### src/rtl/bcd_counter_n.sv
// Multi-decade BCD up/down counter with parallel load, synchronous clear and
// wrap or saturate behaviour at the terminal count; co cascades into a further stage.
module bcd_counter_n #(
  parameter int DIGITS = 4,
  parameter bit WRAP   = 1'b1
) (
  input  logic                  clk,
  input  logic                  nrst,
  input  logic                  clr,
  input  logic                  load,
  input  logic [4*DIGITS-1:0]   d,
  input  logic                  en,
  input  logic                  up,
  output logic [4*DIGITS-1:0]   q,
  output logic                  tc,
  output logic                  co
);

  logic [4*DIGITS-1:0] q_next;
  logic [4*DIGITS-1:0] load_val;
  logic [4*DIGITS-1:0] step_val;
  logic [DIGITS:0]     run_nine;
  logic [DIGITS:0]     run_zero;
  logic                step_en;

  // run_nine[i] / run_zero[i]: every digit below i is 9 / 0, i.e. digit i receives the carry/borrow.
  always_comb begin
    run_nine    = '0;
    run_zero    = '0;
    run_nine[0] = 1'b1;
    run_zero[0] = 1'b1;
    for (int i = 0; i < DIGITS; i++) begin
      run_nine[i+1] = run_nine[i] & (q[4*i +: 4] == 4'd9);
      run_zero[i+1] = run_zero[i] & (q[4*i +: 4] == 4'd0);
    end
  end

  assign tc = up ? run_nine[DIGITS] : run_zero[DIGITS];
  assign co = en & tc & ~clr & ~load;

  // In saturate mode an enabled step at the terminal is suppressed; co still reports it.
  assign step_en = en & ~(tc & (WRAP == 1'b0));

  always_comb begin
    load_val = '0;
    step_val = q;
    for (int i = 0; i < DIGITS; i++) begin
      load_val[4*i +: 4] = (d[4*i +: 4] > 4'd9) ? 4'd9 : d[4*i +: 4];
      if (up && run_nine[i]) begin
        // Codes 10..15 fold to 0 so a corrupted digit recovers on its next step.
        step_val[4*i +: 4] = (q[4*i +: 4] >= 4'd9) ? 4'd0 : q[4*i +: 4] + 4'd1;
      end else if (!up && run_zero[i]) begin
        step_val[4*i +: 4] = ((q[4*i +: 4] == 4'd0) || (q[4*i +: 4] > 4'd9)) ?
                             4'd9 : q[4*i +: 4] - 4'd1;
      end
    end
  end

  always_comb begin
    q_next = q;
    if (clr) begin
      q_next = '0;
    end else if (load) begin
      q_next = load_val;
    end else if (step_en) begin
      q_next = step_val;
    end
  end

  always_ff @(posedge clk or negedge nrst) begin
    if (!nrst) begin
      q <= '0;
    end else begin
      q <= q_next;
    end
  end

endmodule

### config.mk
export PLATFORM = sky130hd
export DESIGN_NAME = bcd_counter_n
export DESIGN_NICKNAME = d
export VERILOG_FILES = /design/src/rtl/bcd_counter_n.sv
export SDC_FILE = /design/constraint.sdc
export NUM_CORES = 1
export LEC_CHECK = 0
export CAP_MARGIN = 40
export CELL_PAD_IN_SITES_DETAIL_PLACEMENT = 1
export CELL_PAD_IN_SITES_GLOBAL_PLACEMENT = 2
export CORE_ASPECT_RATIO = 0.6
export CORE_MARGIN = 2
export CORE_UTILIZATION = 30
export CTS_BUF_LIST = sky130_fd_sc_hd__clkbuf_8
export DETAILED_ROUTE_END_ITERATION = 8
export GPL_TIMING_DRIVEN = 0
export PLACE_DENSITY = 0.92
export SYNTH_ARGS = -nofsm -noshare
export SYNTH_HDL_FRONTEND = slang
export SYNTH_SLANG_ARGS = --single-unit
### constraint.sdc
create_clock -name clk -period 5.2 [get_ports clk]
set_clock_uncertainty 0.15 [all_clocks]
set_input_delay 1.04 -clock clk [delete_from_list [all_inputs] [get_ports clk]]
set_output_delay 1.04 -clock clk [all_outputs]
set_load 0.02 [all_outputs]
Yosys cells after proc, flatten, opt, wreduce, memory -nomap -nowiden
Index checks and enable logic that the tools add are counted.
{ "op_classes": {"n_addsub": 8, "order_cmp": 12, "eq_ne": 4, "muxes": 23, "n_bitwise": 11, "reduce_logical": 22} }
{ "op_table": {"columns": ["operator", "count"], "rows": [
  ["two-way mux 4 bit", 19],
  ["two-way mux 16 bit", 3],
  ["greater-than comparator 4 bit (second input constant)", 8],
  ["adder 4 x 1 -> 4 bit (second input constant)", 4],
  ["== test 4 bit (second input constant)", 4],
  [">= comparator 4 bit (second input constant)", 4],
  ["zero test 4 bit", 4],
  ["subtractor 4 x 1 -> 4 bit (second input constant)", 4],
  ["nonzero test 4 bit", 3],
  ["bitwise AND 1 bit", 9],
  ["logical AND 1 bit", 6],
  ["AND reduction 2 bit", 3],
  ["logical OR 1 bit", 4],
  ["nonzero test 3 bit", 1],
  ["inverter 1 bit", 2],
  ["zero test 1 bit", 1],
  ["two-way mux 1 bit", 1]
]} }
{ "totals": {"ff_bits": 16, "input_bits": 22, "output_inout_bits": 18, "wordCells": 84} }

Longest topological paths before layout
Gate-level depths: netlist (run 1).
{ "depth": {"word_depth": 9, "depth_mapped": 8, "depth_no_buf": 7} }

Worst setup path after synthesis (run 1)
No wires, ideal clock.
{ "synth_timing": {"path_kind": "input to output", "from": "in up", "to": "out co", "arrival_time_ns": 2.737, "t_required_ns": 4.010, "path_slack_ns": 1.273, "cell_stages": 6, "path_buffers": 1, "cell_sequence": "buf_6 > or4b_4 > nor3b_2 > nand3_1 > a21oi_1 > and3_1"} }
{ "synth_via": {"elab_chain_cells": 4} }
{ "synth_lines": {"columns": ["item", "line_no", "text"], "rows": [
  ["start, declared", "13", "input logic up,"],
  ["two-way mux 1 bit", "38", "assign tc = up ? run_nine[DIGITS] : run_zero[DIGITS];"],
  ["via tc", "15", "output logic tc,"],
  ["bitwise AND 1 bit (3 in a row)", "39", "assign co = en & tc & ~clr & ~load;"],
  ["end, declared", "16", "output logic co"]
]} }
The timed path passes the listed nets, and every way through them passes these cells.

Worst setup path after layout (run 1)
{ "layout_timing": {"from": "in up", "to": "out co"} }
{ "layout_via": {"elab_chain_cells": 4} }
{ "layout_lines": {"columns": ["item", "line_no"], "rows": [
  ["two-way mux 1 bit", "38"],
  ["bitwise AND 1 bit (3 in a row)", "39"]
]} }
Every way passes these cells.

==> results by group, run 1 <==
Placement
  – DP Worst Slack: approximately 0.95 ns
  – Port buffer count: 37
  – DP Wirelength: 4.92 mm
  – Final GP Congestion: 0.855

Drt
  – WL met3: 362 um
  – DRT iter0 DRCs: 125
  – Vias/cell: 5.77
  – Initial DRT Pass Iterations: 4
  – Drt drc: 0
  – Top routing layer in use: met4
  – Met1 wire length: 3.28 mm
  – Post-route ant nets: 0
  – Drt wl/cell: 17.9 um
  – Met2 Wirelength: 2.55 mm
  – Via Count: 2001
  – Drt total wl: 6.22 mm

Clock network
  – Reg clk slew, reported paths: 0.07 ns
  – Number of H-tree levels: 1
  – CTS Hold Bufs: 0
  – Clock sink count: 16
  – Root Buffer: clkbuf_8
  – Count of cells resized by post-cts repair: 0
  – CTS Buffer Depth: 2
  – Post-CTS Setup Repair Bufs: 0
  – Worst-skew pair later-pin latency: around 0.26 ns
  – CTS tree: yes
  – Num CTS Buffers: 3

GRT
  – First-pass GRT wire length: between 10 and 15 mm
  – Antenna violations before repair: 0
  – Global router's overall resource usage: 0.189
  – Pin count of the biggest net entering global routing: 11
  – Vias in the first global route: 1971
  – Total grt overflow: 0

Timing
  – Slew @ Worst Pin: roughly 0.86 ns
  – RSZ-0062 raised after global routing: false
  – Final max-slew violation count: 0
  – Hold Vio Cnt, Final: 0
  – Headroom to the max-slew limit: 0.424
  – Fmax: 0.235 GHz
  – Setup TNS: 0 ns
  – Setup ws final: roughly 0.95 ns
  – Part of the cycle the worst path needs: 0.818
  – Post-layout min period: 4.25 ns
  – Final setup viols: 0

Worst setup path
  – Crit Path Class: in2out
  – Worst r2r src: q[8]
  – CP startpoint kind: input pin
  – Setup crit end kind: output pin
  – Worst setup path startpoint: up
  – Crit path required time: 4.01 ns
  – Worst path slowest cell: clkdlybuf4s50_1
  – Crit path largest cell delay: 0.61 ns
  – Largest fanout on the critical path: 9
  – Worst-path cell chain: buf_6, or4b_4, nor3b_2, nand3_1, a21oi_1, and3_1, clkdlybuf4s50_1
  – Crit path arrival time: 3.06 ns

Floorplanning
  – Die area: about 0.0068 mm2
  – I/O pin count: 40
  – Die Span Y: 64.5 um
  – Core Box Area: 0.00573 mm2
  – Initial Util: 0.319
  – Row count: 21
  – Chip width: 105 um

Cells and area
  – Antenna Cells: 0
  – Fraction of layout cells with a size suffix above 1: 0.0562
  – Most frequent cells in the layout: clkdlybuf4s50_1 (37), nand2_1 (17), inv_1 (16), dfrtp_1 (16), nor2_1 (15)
  – Max reg flops: 16
  – Largest Register: q
  – Nets: 304
  – Largest regs: q x16
  – Synth-to-Final Area Change: 28.6%
  – Commonest non-fill, non-tap cell in the layout: clkdlybuf4s50_1

Power and ir drop
  – Leak pwr: 0.892 nW
  – VDD IR-drop max: 84.0 uV
  – Power Dens Cells: roughly 200 mW/mm2

Synth
  – Mapped Area: 0.00183 mm2
  – Post-synth top area cell: dfrtp_1
  – Asr flop ratio synth: 1.00
  – Post-synth EDFFs: 0
  – Cells after synthesis: 226
  – Share of Yosys cell area claimed by the top area cell type: 0.219
  – Sequential share of the synthesized area: 0.219
  – Synth cell types: between 50 and 60
  – YS warnings: 0
  – Most used flip-flop cell after synthesis: dfrtp_1
  – Yosys reg bits: 16
  – Top area cells in the synthesized netlist: dfrtp_1 (22%), ha_1 (8.9%), a21oi_1 (3.8%)
  – Syn nets: about 260
  – Synth Area per Inst: 8.09 um2

Hold path
  – Min-delay worst type: reg2reg
  – Worst Hold Launch: q[5]

Status
  – Status: completed

Flow run
  – MaxCap Viol Count: 0
[cell usage after synthesis, types with 2 or more instances]
library cell	instances
a31oi_1	6
inv_1	16
nand2b_1	7
nor2_1	15
o21ai_0	12
nor3b_1	2
o21ai_1	2
or3b_1	3
nor4b_1	2
nand2_1	17
o31ai_1	5
nor2b_1	3
a221oi_1	2
a21oi_1	14
o22ai_1	3
a211oi_1	3
a311oi_1	3
a22o_1	5
and3_1	2
o311ai_0	2
a221oi_2	2
o21bai_1	5
nand3_1	9
dfrtp_1	16
buf_2	2
nand4b_1	2
a21o_1	3
and3b_1	3
nor3_1	4
nor4_1	2
ha_1	13
xnor2_1	3
clkbuf_1	10
o311ai_1	2
nand3b_1	2
[worst paths after layout]
kind                               to  slack [ns]  depth (start not counted)
max in group asynchronous       q[10]        3.49                          2
worst min register to register   q[5]        0.49                          1
worst min-delay path             q[5]        0.49                          1
worst max register to register  q[15]        2.47                          7
worst max-delay path               co        0.95                          7
min in group asynchronous        q[6]        0.95                          1
[stage by stage]
step	util	std cells	hold WS, ns	area [um2]	total power, mW
floorplan	-	226	0.523	1830	0.292
global placement	0.401	343	0.467	2300	0.373
detailed placement	0.403	344	0.461	2310	0.378
CTS	0.411	347	0.482	2350	0.482
global route	0.411	347	0.529	2350	0.510
finish	0.411	347	0.486	2350	0.480
[critical path, delay by kind of cell]
family                 cells  cell delay [ns]
AND/OR/NAND/NOR            4             1.10
AO/OA/AOI/OAI              1             0.20
buffers and inverters      2             0.72
[logic make-up (layout without fill, tap and decap cells)]
logic type,after synthesis,after routing,share of synthesized area
simple gates,81,81,0.266
xor+xnor,3,3,0.0144
mux,2,2,0.0178
fa+ha+maj,13,13,0.0889
buf+inv,30,71,0.0670
flops,16,16,0.219
compound gates,81,81,0.327
[final cells by class]
type                            count  area (um2)
Buffer                             14        62.6
Timing Repair Buffer               38         382
Fill cell                         710        3380
Clock buffer                        3        41.3
Sequential cell                    16         400
Tap cell                           80         100
Multi-Input combinational cell    180        1310
Inverter                           16        60.1
[power breakdown]
part | switching, mW | internal (mW) | total (mW)
clock | 0.0498 | 0.0516 | 0.101
combinational | 0.124 | 0.0991 | 0.224
sequential | 0.0191 | 0.136 | 0.155
[metal layers]
metal | GRT usage | vias to the layer above
li1 | - | 940
met1 | 0.287 | 994
met2 | 0.274 | 61
met3 | 0.0493 | 6
met4 | 0.0200 | 0
met5 | 0 | -
Note: power is estimated with default switching activity, not from simulation.
==> run 2: changes to the inputs <==
clock period = 4.4 ns   (was 5.2 ns; I/O delays follow)
==> results of run 2 <==
Same layout as run 1 (identical final DEF). Status: completed.
Among the figures that moved: setup slack after placement 0.952 ns -> 0.472 ns; setup slack after layout 0.948 ns -> 0.346 ns; start point of the critical path up -> q[8]; register-to-register setup slack 2.47 ns -> 1.67 ns; total power 0.480 mW -> 0.567 mW; worst IR drop on VDD 84.0 uV -> 99.3 uV
